===== config.mk =====
export PLATFORM = sky130hd
export DESIGN_NAME = key_search
export DESIGN_NICKNAME = d
export VERILOG_FILES = /design/src/rtl/ksa_pkg.sv /design/src/rtl/msg_checker.sv /design/src/rtl/key_search.sv
export SDC_FILE = /design/constraint.sdc
export NUM_CORES = 1
export LEC_CHECK = 0
export ABC_AREA = 1
export BUFFER_PORTS_ARGS = -buffer_cell sky130_fd_sc_hd__buf_4
export CORE_ASPECT_RATIO = 1.25
export CORE_UTILIZATION = 50
export DETAILED_ROUTE_END_ITERATION = 8
export PLACE_DENSITY = 0.74
export SYNTH_ARGS = -nofsm -noshare
export SYNTH_HDL_FRONTEND = slang
export SYNTH_SLANG_ARGS = --single-unit

===== constraint.sdc =====
create_clock -name clk -period 3.76 [get_ports clk]
set_input_delay 0.752 -clock clk [delete_from_list [all_inputs] [get_ports clk]]
set_output_delay 0.752 -clock clk [all_outputs]
set_load 0.02 [all_outputs]

===== src/rtl/ksa_pkg.sv =====
// Shared types, character constants and the message-character predicate for the RC4 key search.
// Pure definitions; no latency and no flow control.
// Not applicable: holds no logic that could stall.
package ksa_pkg;

    localparam int KEY_W = 24;

    localparam logic [7:0] CHAR_A_LO  = 8'h61;
    localparam logic [7:0] CHAR_Z_LO  = 8'h7A;
    localparam logic [7:0] CHAR_SPACE = 8'h20;

    typedef enum logic [2:0] {
        IDLE,
        ARC_START,
        ARC_WAIT,
        CHECK,
        NEXT,
        DONE
    } key_search_state_t;

    function automatic logic is_msg_char(input logic [7:0] b);
        return ((b >= CHAR_A_LO) && (b <= CHAR_Z_LO)) || (b == CHAR_SPACE);
    endfunction

endpackage


===== src/rtl/msg_checker.sv =====
// Scans RAM A bytes 0..MSG_LEN-1 after a go pulse and reports whether all are message characters.
// MSG_LEN+1 cycles from go to done; j+2 cycles on first bad byte j when KEY_SEARCH_EARLY_ABORT_EN is defined.
// No backpressure: one address per cycle, RAM read data assumed one cycle behind the address.
module msg_checker
    import ksa_pkg::*;
#(
    parameter int MSG_LEN = 32
) (
    input  logic       clk,
    input  logic       reset,
    input  logic       go,
    input  logic [7:0] a_q,
    output logic [4:0] a_addr,
    output logic       done,
    output logic       ok
);

    localparam logic [4:0] LAST_ADDR = 5'(MSG_LEN - 1);

    logic [4:0] addr_cnt;
    logic       active;
    logic       cmp_vld;
    logic       last_q;
    logic       ok_q;
    logic       issuing;
    logic       byte_ok;
    logic       abort;

    assign issuing = go | active;
    assign byte_ok = is_msg_char(a_q);

`ifdef KEY_SEARCH_EARLY_ABORT_EN
    assign abort = cmp_vld & ~byte_ok;
`else
    assign abort = 1'b0;
`endif

    // ok folds in the byte being compared this cycle so the caller can act on done directly.
    assign done   = (cmp_vld & last_q) | abort;
    assign ok     = ok_q & (~cmp_vld | byte_ok);
    assign a_addr = addr_cnt;

    always_ff @(posedge clk) begin
        if (reset) begin
            addr_cnt <= '0;
            active   <= 1'b0;
            cmp_vld  <= 1'b0;
            last_q   <= 1'b0;
            ok_q     <= 1'b0;
        end else begin
            if (go)
                ok_q <= 1'b1;
            else if (cmp_vld)
                ok_q <= ok_q & byte_ok;

            // An abort drops any reads still in flight and parks the counter at 0.
            if (done) begin
                addr_cnt <= '0;
                active   <= 1'b0;
                cmp_vld  <= 1'b0;
                last_q   <= 1'b0;
            end else if (issuing) begin
                cmp_vld  <= 1'b1;
                last_q   <= (addr_cnt == LAST_ADDR);
                active   <= (addr_cnt != LAST_ADDR);
                addr_cnt <= (addr_cnt == LAST_ADDR) ? 5'd0 : addr_cnt + 5'd1;
            end else begin
                cmp_vld  <= 1'b0;
                last_q   <= 1'b0;
            end
        end
    end

endmodule


===== src/rtl/key_search.sv =====
// Brute-force RC4 key search: steps keys through arcfour and checks each decrypted message (optional KEY_SEARCH_EARLY_ABORT_EN).
// Per key: arcfour time + MSG_LEN+4 cycles; CHECK shortens to j+2 cycles on bad byte j with early abort.
// start ignored while busy; waits indefinitely on the arc_finished rising edge.
module key_search
    import ksa_pkg::*;
#(
    parameter int               MSG_LEN   = 32,
    parameter logic [KEY_W-1:0] KEY_START = 24'h000000,
    parameter logic [KEY_W-1:0] KEY_MAX   = 24'h3FFFFF
) (
    input  logic             clk,
    input  logic             reset,
    input  logic             start,
    output logic [KEY_W-1:0] key,
    output logic             arc_start,
    input  logic             arc_finished,
    output logic [4:0]       a_addr,
    input  logic [7:0]       a_q,
    output logic             a_rd_active,
    output logic             busy,
    output logic             found,
    output logic             failed,
    output logic [KEY_W-1:0] key_found
);

    key_search_state_t state;
    logic fin_q;
    logic chk_go;
    logic chk_done;
    logic chk_ok;

    msg_checker #(.MSG_LEN(MSG_LEN)) u_checker (
        .clk    (clk),
        .reset  (reset),
        .go     (chk_go),
        .a_q    (a_q),
        .a_addr (a_addr),
        .done   (chk_done),
        .ok     (chk_ok)
    );

    assign busy        = (state != IDLE) && (state != DONE);
    assign a_rd_active = (state == CHECK);

    always_ff @(posedge clk) begin
        if (reset) begin
            state     <= IDLE;
            key       <= KEY_START;
            arc_start <= 1'b0;
            found     <= 1'b0;
            failed    <= 1'b0;
            key_found <= '0;
            fin_q     <= 1'b0;
            chk_go    <= 1'b0;
        end else begin
            fin_q     <= arc_finished;
            arc_start <= 1'b0;
            chk_go    <= 1'b0;
            case (state)
                IDLE, DONE: begin
                    if (start) begin
                        key       <= KEY_START;
                        found     <= 1'b0;
                        failed    <= 1'b0;
                        key_found <= '0;
                        arc_start <= 1'b1;
                        state     <= ARC_START;
                    end
                end
                ARC_START: state <= ARC_WAIT;
                // Only a fresh rising edge counts; a level left high from the last key is stale.
                ARC_WAIT: begin
                    if (arc_finished && !fin_q) begin
                        chk_go <= 1'b1;
                        state  <= CHECK;
                    end
                end
                CHECK: begin
                    if (chk_done) begin
                        if (chk_ok) begin
                            found     <= 1'b1;
                            key_found <= key;
                            state     <= DONE;
                        end else begin
                            state <= NEXT;
                        end
                    end
                end
                NEXT: begin
                    if (key == KEY_MAX) begin
                        failed <= 1'b1;
                        state  <= DONE;
                    end else begin
                        key       <= key + 24'd1;
                        arc_start <= 1'b1;
                        state     <= ARC_START;
                    end
                end
                default: state <= IDLE;
            endcase
        end
    end

endmodule


-- After elaboration in Yosys (flattened, before gate mapping)
Cells that the tools add are included.
- word-level logic and storage cells: 85
- output and inout bits: 58
- register bits: 65
- bits of input ports: 12
- multiplexer cells: 26
- bitwise operators: 8
- reductions and logical operators: 18
- equal/unequal tests: 16
- add/sub/neg operators: 2
- magnitude comparators: 2
- operators by type and width (cell ; number):
    24-bit two-way mux ; 4
    24-bit case mux with 2 select lines ; 2
    24-bit by 1-bit adder with 24-bit output (second input constant) ; 1
    24-bit by 22-bit equality test with 1-bit output (second input constant) ; 1
    3-bit case mux with 5 select lines ; 1
    3-bit two-way mux ; 4
    1-bit two-way mux ; 11
    3-bit AND reduction ; 3
    8-bit by 6-bit equality test with 1-bit output (second input constant) ; 1
    8-bit by 7-bit >= comparator with 1-bit output (second input constant) ; 1
    8-bit by 7-bit less-or-equal comparator with 1-bit output (second input constant) ; 1
    2-bit inequality test (second input constant) ; 4
    3-bit by 2-bit equality test with 1-bit output (second input constant) ; 2
    3-bit equality test (second input constant) ; 2
    1-bit case mux with 2 select lines ; 3
    2-bit nonzero test ; 3
    2-bit OR reduction ; 3
    5-bit by 1-bit adder with 5-bit output (second input constant) ; 1
    5-bit equality test (second input constant) ; 1
    5-bit two-way mux ; 1
    5-bit inequality test (second input constant) ; 1
    2-bit by 1-bit inequality test with 1-bit output (second input constant) ; 2
    4-bit AND reduction ; 1
    1-bit bitwise AND ; 3
    10 further kinds ; 15

-- Logic depth before layout (Yosys ltp)
Gate-level depths: netlist of the first run.
- depth after elaboration: 8
- mapped depth: 12
- gate-level depth less buffers: 12

-- Modules after synthesis
Synthesis of the first run repeated with hierarchy kept, for this count alone.
- cells, all modules: 488
- area total of the unflattened synthesis: 3284.4 um^2
- by module, submodules not included (module ; cells an instance ; times used ; sequential area each (um^2) ; area each (um^2)):
    key_search ; 424 ; 1 ; 1121.1 ; 2816.5
    msg_checker ; 64 ; 1 ; 180.2 ; 467.9

-- Least setup slack after synthesis of the first run
OpenSTA, ideal clock, no wires.
- kind: flip-flop to flip-flop
- start: reg key[0]
- end: reg key[19]
- clock period less this slack: 1.967 ns
- setup slack: 1.793 ns
- stages on the path, launching flop included: 12
- path buffers: 1
- library setup time: 0.138 ns
- arrival time: 1.830 ns
- required time: 3.622 ns
- cell sequence: dfxtp_1 -> ha_1 -> nand2_2 -> nor2_4 -> nand3_4 -> nor2_4 -> nand2_2 -> nand2_2 -> nand2_4 -> buf_2 -> nand4_1 -> a21oi_2
- cells in the longest elaborated chain, start to end: 3
- elaborated cells on any way between the ends: 6
- those cells by class: add/sub: 1; eq/ne: 2; mux: 2; reduce/logical: 1
- ends and longest elaborated chain (element ; line ; text):
    start: declaration ; key_search.sv:14 ; output logic [KEY_W-1:0] key,
    start signal: assignment ; key_search.sv:94 ; key <= key + 24'd1;
    24-bit by 1-bit adder with 24-bit output / 24-bit by 22-bit equality test with 1-bit output (equally long branches) ; key_search.sv:94, key_search.sv:90 ;
    24-bit two-way mux / 2-bit inequality test (equally long branches) ; - ;
    24-bit case mux with 2 select lines / 3-bit AND reduction (equally long branches) ; - ;
Several ways; a longest one is shown, not always the timed one. The select of a mux whose other input is x is not followed.
A chain may end at the register's enable or synchronous reset.

-- Worst setup path after layout of the first run
- start: reg key[1]
- end: reg key[3]
Same word-level chain as after synthesis.

==> results.py, run 1 <==
metrics = {
    "status": {
        "status": "completed",
    },
    "sta": {
        "rsz0062_at_grt": "false",
        "min_period_ps": 2310,
        "hold_violations": 0,
        "fin_worst_skew_ps": 9.99,
        "fmax_mhz": 432,
        "finalCritPeriodShare_pct": 61.5,
        "maxSlewViolCount": 0,
        "setup_tns_ps": 0,
        "worstMarginPinSlew_ps": 822,
        "setup_viol": 0,
        "max_slew_margin_pct": 45.0,
    },
    "setup_path": {
        "crit_slowest_cell": "dfxtp_1",
        "critPathRequiredTime_ps": 4030,
        "start_kind": "flip-flop",
        "crit_type": "reg2reg",
        "worstPathArrival_ps": 2590,
        "path_buf_inv": 1,
        "cpLargestDelayFamily": "simple AND/OR/NAND/NOR gates",
        "path_cells": "ha_1 -> nand2_2 -> nor2_4 -> nand3_4 -> nor2_4 -> nand2_2 -> nand2_2 -> nand2_4 -> inv_6 -> o21ai_0 -> a21oi_1",
        "crit_path_end_kind": "flip-flop",
        "worst_path_most_repeated_cell": "nand2_2",
        "cpPeakStageDelay_ps": 450,
        "critPathMaxFanout": 24,
    },
    "synthesis": {
        "synth.distinct_cells": 40,
        "yosys.area.top_type": "dfxtp_1",
        "synthesis.area_um2": 3340,
        "async_flop_share_pct": 0,
        "seq_area_frac_synth_pct": 39.0,
        "ys.flop_type": "dfxtp_1",
        "synthTopCellsByArea": "dfxtp_1 39%, nand2_1 8.9%, nand3_1 7.7%",
        "syn-mean-instance-area_um2": 7.28,
        "synth_edf_count": 0,
        "synth.top_cell.area_share_pct": 39.0,
        "netlist_instances": 458,
        "syn_nets": 473,
        "ys_ff_latch": 65,
        "ys.warnings.count": 0,
    },
    "layout": {
        "drive_gt1_share_pct": 24.3,
        "area_delta_synth_final_pct": 23.1,
        "nNetsFinal": 537,
        "n_antenna_cell": 0,
        "final_util_pct": 65.3,
    },
    "grt": {
        "antenna_found_initial": 0,
        "grt_pass1_vias": 3086,
        "grt_pass1_wl_mm": 14.4,
        "overflow": 0,
        "grt_usage_pct": 27.3,
        "grt_max_degree": 51,
    },
    "floorplanning": {
        "die_x_um": 75.1,
        "initial_core_util_pct": 53.1,
        "core_um2": 6290,
        "io-pin-count": 70,
        "fp-row-count": 32,
        "die_h_um": 93.3,
        "dieArea_um2": 7000,
    },
    "power": {
        "powerDensity_nw_per_um2": 470,
        "ir_drop_uv": 584,
        "p_leak_nw": 1.62,
    },
    "clocking": {
        "cts-root-buf": "clkbuf_8",
        "worst_skew_pair.late_latency_ps": 340,
        "numCtsBuffers": 9,
        "clkTransAtPathRegs_ps": 70,
        "postCtsHoldBufs": 0,
        "clk_path_buf_depth": 2,
        "cts_tree": "built",
        "htree_levels": 3,
        "cts_setup_buffers": 0,
        "clock-sinks": 65,
        "cts_resized": 0,
    },
    "detailed_routing": {
        "drt_iter0_drc": 178,
        "vias_per_cell": 5.34,
        "postRouteAntennaNets": 0,
        "drt-total-wl_mm": 8.93,
        "firstDrtPassIters": 4,
        "via_count": 3269,
        "drcViolationCount": 0,
        "wl_per_cell_um": 14.6,
    },
    "placement": {
        "dpl.hpwl_mm": 6.21,
        "place.gp.congestion": 0.894,
        "io_buffers": 69,
    },
    "flow_run": {
        "maxCapViolCount": 0,
    },
    "hold_path": {
        "hold_path_class": "reg2reg",
    },
}
## area by class of cell
| type | count | area, um^2 |
|---|---|---|
| tap | 85 | 106 |
| inverter | 47 | 181 |
| clock buffer | 12 | 155 |
| sequential | 65 | 1300 |
| clock inverter | 4 | 73.8 |
| timing repair buffer | 74 | 556 |
| multi-input combinational | 325 | 1730 |
| fill | 579 | 2180 |
## metrics by stage
stage	setup WS, ps	std cells	cell area, um^2	hold WS (ps)	power (mW)
after floorplan	1790	458	3340	392	1.16
after global placement	1550	596	3880	402	1.24
after detailed placement	1510	596	3880	412	1.25
after CTS	1470	612	4110	423	1.93
after global routing	1270	612	4110	448	2.01
final	1450	612	4110	423	1.93
## worst paths after layout
| check | start | to | cells past startpoint | slack (ps) |
|---|---|---|---|---|
| worst min register to register | fin_q$_SDFF_PP0_ | chk_go$_SDFF_PP0_ | 1 | 420 |
| worst min-delay path | fin_q$_SDFF_PP0_ | chk_go$_SDFF_PP0_ | 1 | 420 |
| worst max-delay path | key[1]$_SDFFE_PP0P_ | key[3]$_SDFFE_PP0P_ | 11 | 1450 |
| worst max register to register | key[1]$_SDFFE_PP0P_ | key[3]$_SDFFE_PP0P_ | 11 | 1450 |
## registers in the layout, indices dropped and copies added (netlist names)
signal / flops
u_checker.last_q: 1
state: 3
arc_start: 1
chk_go: 1
u_checker.a_addr: 5
found: 1
u_checker.ok_q: 1
fin_q: 1
u_checker.cmp_vld: 1
key_found: 24
key: 24
u_checker.active: 1
failed: 1
## report_power, final
part / leakage [nW] / switching, mW / internal, mW
logic: 0.981 / 0.375 / 0.127
clock network: 0.117 / 0.276 / 0.411
registers: 0.525 / 0.0243 / 0.717
total: 1.62 / 0.675 / 1.25
## synth_stat cells (2+ instances only)
cell type,number
nand4_1,33
nor2_4,4
a21oi_2,11
or2_2,3
clkbuf_1,11
buf_2,5
nor4_1,2
nand2_1,79
o21ai_0,9
buf_4,2
nand2_2,15
nor2_1,41
xor2_1,8
nor3_1,10
dfxtp_1,65
inv_1,45
nand3_1,51
a21oi_1,40
ha_1,3
## per-layer routing
layer	wire (um)	GRT usage (%)
met5	0	0
met4	170	11.8
met1	3860	32.7
met3	449	4.42
met2	4450	47.1
## cells in the final DEF (no fill, tap or decap), drive strengths merged
master,n
o21ai,10
nand2,95
nor2,45
a31oi,1
nand3b,1
nor3,11
or2,3
xnor2,1
buf,74
and3,1
a2111oi,1
inv,47
a221oi,1
nand3,53
ha,3
nor4,2
clkbuf,12
a32o,1
clkinv,2
o21a,1
dfxtp,65
a21boi,1
a21oi,51
nand4,33
bufinv,2
a211oi,2
xor2,8
## cells by family after synthesis
kind of cell / Yosys count / synth area share, %
XOR/XNOR: 9 / 2.36
adder cells (fa/ha/maj): 3 / 1.13
buffers and inverters: 68 / 9.04
flip-flops: 65 / 39.0
AND/OR/NAND/NOR: 244 / 36.0
AO/OA/AOI/OAI: 69 / 12.5
No activity file was read; power rests on OpenSTA's default activity.
==> run 2, diff against run 1 <==
clock period = 2.2 ns   (was 3.76 ns; I/O delays follow)
==> run 2 against run 1 <==
  * Global-route usage up 0.29 points
  * First-iteration DRC count up 31%
  * Sequential power up 71%
  * Clock skew down 0.63 ps
  * Hold slack worse by 94 ps
  * Worst setup slack worse by 1200 ps
  * Critical path depth down 1
  * Count of clock-buffer cells in the layout down 1
  * Wire length up 1.1%
==> results.py, run 2 (synthesis gave the netlist of run 1 again) <==
metrics = {
    "status": {
        "status": "completed",
    },
    "setup_path": {
        "r2r-start": "key[1]$_SDFFE_PP0P_",
        "reg2reg_depth": 12,
        "r2r_slack_ps": 250,
        "critPathMaxFanout": 26,
        "worstPathArrival_ps": 2250,
        "crit_type": "in2reg",
        "crit_path_end_kind": "flip-flop",
        "start_kind": "input port",
        "crit_slowest_cell": "a21oi_2",
        "path_cells": "buf_4 -> nor2_1 -> nand3_1 -> nand2_1 -> nand2_1 -> nand2_1 -> nand2_1 -> a21oi_2 -> nand4_1 -> a21oi_1",
        "critPathRequiredTime_ps": 2490,
        "regToRegEndpoint": "key[11]$_SDFFE_PP0P_",
        "cpPeakStageDelay_ps": 840,
        "worst_path_most_repeated_cell": "nand2_1",
    },
    "layout": {
        "multi_input_area_um2": 1730,
        "stdcell_count": 631,
        "layout_common_cells": "93 x buf_4, 79 x nand2_1, 64 x dfxtp_1",
        "nFillCells": 581,
        "area_delta_synth_final_pct": 27.4,
        "final_util_pct": 67.6,
        "drive_gt1_share_pct": 27.1,
        "fin_area_um2": 4250,
        "nNetsFinal": 556,
        "regArea_um2": 1300,
        "final_common_cell": "buf_4",
        "n_antenna_cell": 0,
    },
    "clocking": {
        "htree_levels": 3,
        "worst_skew_pair.late_latency_ps": 350,
        "cts_tree": "built",
        "cts-root-buf": "clkbuf_8",
        "clock-sinks": 65,
        "numCtsBuffers": 9,
        "clk_path_buf_depth": 2,
        "clkTransAtPathRegs_ps": 80,
    },
    "placement": {
        "dpl.hpwl_mm": 6.56,
        "pre_cts_slack_ps": -98.4,
        "dp_cells": 615,
        "io_buffers": 69,
        "place.gp.congestion": 0.916,
        "dpl_cell_area_um2": 4020,
    },
    "sta": {
        "maxSlewViolCount": 0,
        "rsz0062_at_grt": "false",
        "hold_ws_ps": 329,
        "hold_violations": 0,
        "setup_viol": 0,
        "finalCritPeriodShare_pct": 89.0,
        "min_period_ps": 1960,
        "setup_tns_ps": 0,
        "fmax_mhz": 511,
        "worstMarginPinSlew_ps": 1070,
        "worst_slack_ps": 241,
        "fin_worst_skew_ps": 9.36,
        "max_slew_margin_pct": 29.0,
    },
    "grt": {
        "grt_pass1_vias": 3246,
        "antenna_found_initial": 0,
        "grt_usage_pct": 27.6,
        "grt_max_degree": 28,
        "overflow": 0,
        "grt_pass1_wl_mm": 14.7,
    },
    "power": {
        "ir_drop_uv": 877,
        "powerDensity_nw_per_um2": 775,
        "power_mw": 3.29,
        "p_leak_nw": 1.72,
    },
    "floorplanning": {
        "die_h_um": 93.3,
        "initial_core_util_pct": 53.1,
        "io-pin-count": 70,
        "dieArea_um2": 7000,
        "die_x_um": 75.1,
        "fp-row-count": 32,
        "core_um2": 6290,
    },
    "detailed_routing": {
        "postRouteAntennaNets": 0,
        "vias_per_cell": 5.45,
        "drcViolationCount": 0,
        "drt_iter0_drc": 234,
        "via_count": 3442,
        "wl_per_cell_um": 14.3,
        "firstDrtPassIters": 5,
        "drt-total-wl_mm": 9.03,
    },
    "hold_path": {
        "whs_path_depth": 3,
        "hold_path_class": "in2reg",
        "min_from": "arc_finished",
        "hold_end": "fin_q$_SDFF_PP0_",
    },
    "flow_run": {
        "maxCapViolCount": 0,
    },
}
==> run 2: cell count changes in the layout (fill, tap and decap cells not counted), sizes merged <==
| cell | change |
|---|---|
| buf | +19 |
| clkinv | +3 |
| inv | -2 |
| clkbuf | -1 |
==> run 2: how the worst max path moves through the flow <==
stage / startpoint / to / cells after the start
after floorplan: key[0]$_SDFFE_PP0P_ / key[21]$_SDFFE_PP0P_ / 11
after global placement: a_q[4] / key_found[8]$_SDFFE_PP0P_ / 10
after detailed placement: a_q[4] / key_found[16]$_SDFFE_PP0P_ / 10
after CTS: key[1]$_SDFFE_PP0P_ / key[3]$_SDFFE_PP0P_ / 11
after global routing: a_q[4] / key_found[18]$_SDFFE_PP0P_ / 10
final: a_q[4] / key_found[16]$_SDFFE_PP0P_ / 10
==> run 2: metal layers <==
metal | GRT usage (%) | vias to the layer above | share of wire [%]
met1 | 33.4 | 1613 | 41
met2 | 46.2 | 108 | 50
met5 | 0 | - | 0
li1 | - | 1702 | -
met4 | 13.2 | 0 | 2.8
met3 | 5.17 | 19 | 5.9
==> run 2: critical path: cells and delay by family <==
kind	cells	cell delay [ps]
buffers and inverters	1	110
AOI/OAI and AO/OA	2	1040
and+or+nand+nor	7	650
==> run 2: layout make-up <==
class / instances / share of cell area, %
clock buffers: 11 / 3.33
clock inverters: 5 / 1.86
inverters: 47 / 4.45
multi-input cells: 325 / 40.8
flip-flops and latches: 65 / 30.7
well taps: 85 / 2.50
repair buffers: 93 / 16.4
==> run 2: report_power, final <==
| group | leakage [nW] | switching (mW) | internal (mW) |
|---|---|---|---|
| combinational | 1.08 | 0.647 | 0.236 |
| clock | 0.113 | 0.477 | 0.667 |
| sequential | 0.525 | 0.0406 | 1.22 |
==> run 2: what timing repair did <==
item | in CTS | in global routing
gates resized for setup | 0 | 3
endpoints found under the setup margin | 0 | 14
hold buffers | 0 | 0
setup buffers | 0 | 0
==> run 3, diff against run 2 <==
==> constraint.sdc (replaced) <==
create_clock -name clk -period 2.2 [get_ports clk]
set_input_delay 0.22 -clock clk [delete_from_list [all_inputs] [get_ports clk]]
set_output_delay 0.22 -clock clk [all_outputs]
set_load 0.02 [all_outputs]
==> run 3 against run 2 <==
  * Die area stayed put
  * Clock skew fell by 3.6 ps
  * Register-to-register slack worse by 40 ps
  * Hold slack worse by 190 ps
  * Largest cell class unchanged
  * Wire length decreased by 1.6%
  * Sequential share of layout area increased by 0.52 points
  * Power fell by 9.2%
  * Flip-flop and latch count did not move
  * Fmax fell by 1.6%
  * Cell area fell by 1.8%
  * Sequential power about the same
==> results.py, run 3 (synthesis gave the netlist of run 1 again) <==
metrics = {
    "setup_path": {
        "critPathMaxFanout": 24,
        "crit_path_end_kind": "flip-flop",
        "path_cells": "ha_1 -> nand2_2 -> nor2_4 -> nand3_4 -> nor2_4 -> nand2_2 -> nand2_2 -> nand2_4 -> clkinv_8 -> o21ai_0 -> nand2_1 -> nor2_1",
        "crit_slowest_cell": "dfxtp_1",
        "worstPathArrival_ps": 2220,
        "start_kind": "flip-flop",
        "cpPeakStageDelay_ps": 430,
        "critPathRequiredTime_ps": 2430,
        "crit_type": "reg2reg",
        "worst_path_most_repeated_cell": "nand2_2",
    },
    "placement": {
        "place.gp.congestion": 0.889,
        "dpl_cell_area_um2": 4010,
        "dp_cells": 614,
        "dpl.hpwl_mm": 6.50,
        "io_buffers": 69,
    },
    "grt": {
        "grt_pass1_vias": 3186,
        "grt_max_degree": 28,
        "grt_pass1_wl_mm": 14.7,
        "grt_usage_pct": 27.3,
        "overflow": 0,
        "antenna_found_initial": 0,
    },
    "power": {
        "swShare_pct": 37.6,
        "seqPwrFrac_pct": 42.3,
        "p_leak_nw": 1.68,
        "p_comb_share_pct": 29.4,
        "p_sw_mw": 1.12,
        "power.share.clock_pct": 28.3,
        "power.internal_mw": 1.86,
        "powerDensity_nw_per_um2": 716,
        "ir_drop_uv": 683,
    },
    "floorplanning": {
        "core_um2": 6290,
        "initial_core_util_pct": 53.1,
        "io-pin-count": 70,
        "dieArea_um2": 7000,
        "die_h_um": 93.3,
        "fp-row-count": 32,
        "die_x_um": 75.1,
    },
    "detailed_routing": {
        "drcViolationCount": 0,
        "firstDrtPassIters": 5,
        "vias_per_cell": 5.41,
        "via_count": 3400,
        "postRouteAntennaNets": 0,
        "drt_iter0_drc": 230,
        "wl_per_cell_um": 14.1,
        "drt-total-wl_mm": 8.89,
    },
    "layout": {
        "drive_gt1_share_pct": 26.3,
        "final_util_pct": 66.4,
        "layout_common_cells": "92 x buf_4, 79 x nand2_1, 65 x dfxtp_1",
        "final_common_cell": "buf_4",
        "fin_area_um2": 4170,
        "area_delta_synth_final_pct": 25.1,
        "nFillCells": 563,
        "n_antenna_cell": 0,
        "multi_input_area_um2": 1730,
        "stdcell_count": 629,
        "regArea_um2": 1300,
        "nNetsFinal": 555,
    },
    "sta": {
        "fin_worst_skew_ps": 5.76,
        "min_period_ps": 1990,
        "fmax_mhz": 502,
        "worstMarginPinSlew_ps": 1100,
        "setup_tns_ps": 0,
        "setup_viol": 0,
        "max_slew_margin_pct": 26.9,
        "rsz0062_at_grt": "false",
        "finalCritPeriodShare_pct": 90.5,
        "maxSlewViolCount": 0,
        "hold_violations": 0,
    },
    "status": {
        "status": "completed",
    },
    "clocking": {
        "clock-sinks": 65,
        "htree_levels": 3,
        "worst_skew_pair.late_latency_ps": 340,
        "clk_path_buf_depth": 2,
        "cts_tree": "built",
        "postCtsHoldBufs": 0,
        "numCtsBuffers": 9,
        "cts-root-buf": "clkbuf_8",
        "clkTransAtPathRegs_ps": 70,
    },
    "hold_path": {
        "hold_path_class": "in2reg",
    },
    "flow_run": {
        "maxCapViolCount": 0,
    },
}
run 3: cell types whose count changed in the layout (fill, tap and decap cells not counted):
cell,delta
clkbuf_8,-1
dfxtp_1,+1
buf_4,-1
dfxtp_2,-1
clkbuf_1,+2
bufinv_16,-2
run 3: path summary, 6_finish.rpt:
path | startpoint | cells after the start | slack, ps | endpoint
min reg2reg | fin_q$_SDFF_PP0_ | 1 | 420 | chk_go$_SDFF_PP0_
max | key[1]$_SDFFE_PP0P_ | 12 | 210 | key[11]$_SDFFE_PP0P_
min | arc_finished | 3 | 130 | fin_q$_SDFF_PP0_
max reg2reg | key[1]$_SDFFE_PP0P_ | 12 | 210 | key[11]$_SDFFE_PP0P_
run 3: per-layer routing:
| metal | vias to the layer above | wire (um) | global-route usage [%] |
|---|---|---|---|
| met2 | 101 | 4380 | 45.9 |
| met1 | 1570 | 3780 | 33.2 |
| met3 | 26 | 469 | 6.03 |
| li1 | 1703 | - | - |
| met5 | - | 0 | 0 |
| met4 | 0 | 259 | 11.0 |
run 3: power by group through the flow:
stage / clock [mW] / combinational [mW] / sequential (mW)
floorplan: 0 / 0.668 / 1.31
global placement: 0 / 0.845 / 1.29
detailed placement: 0 / 0.859 / 1.29
CTS: 0.862 / 0.864 / 1.26
global route: 0.919 / 0.976 / 1.27
finish: 0.845 / 0.879 / 1.27
run 3: repair_timing:
action | 4_1_cts | 5_1_grt
setup endpoints to repair | 0 | 3
buffers inserted | 0 | 0
resized for setup | 0 | 2
run 3: cell type report:
type | instances | share of cell area, %
Clock buffer | 12 | 3.24
Clock inverter | 3 | 0.450
Inverter | 47 | 4.53
Multi-Input combinational cell | 325 | 41.5
Sequential cell | 65 | 31.2
Tap cell | 85 | 2.55
Timing Repair Buffer | 92 | 16.5
run 3: through the flow:
step | hold slack [ps] | worst slack, ps | power, mW
after floorplan | 353 | 233 | 1.98
after global placement | 407 | 171 | 2.13
after detailed placement | 415 | 126 | 2.15
after CTS | 139 | 149 | 2.99
after global routing | 136 | 21.7 | 3.17
final | 135 | 209 | 2.99
run 3: worst max-delay path: cells and delay by family (launching register included):
kind	cells	cell delay [ps]
AND/OR/NAND/NOR	9	940
AO/OA/AOI/OAI	1	90
buffers and inverters	1	180
flip-flops	1	430
adder cells (fa/ha/maj)	1	220
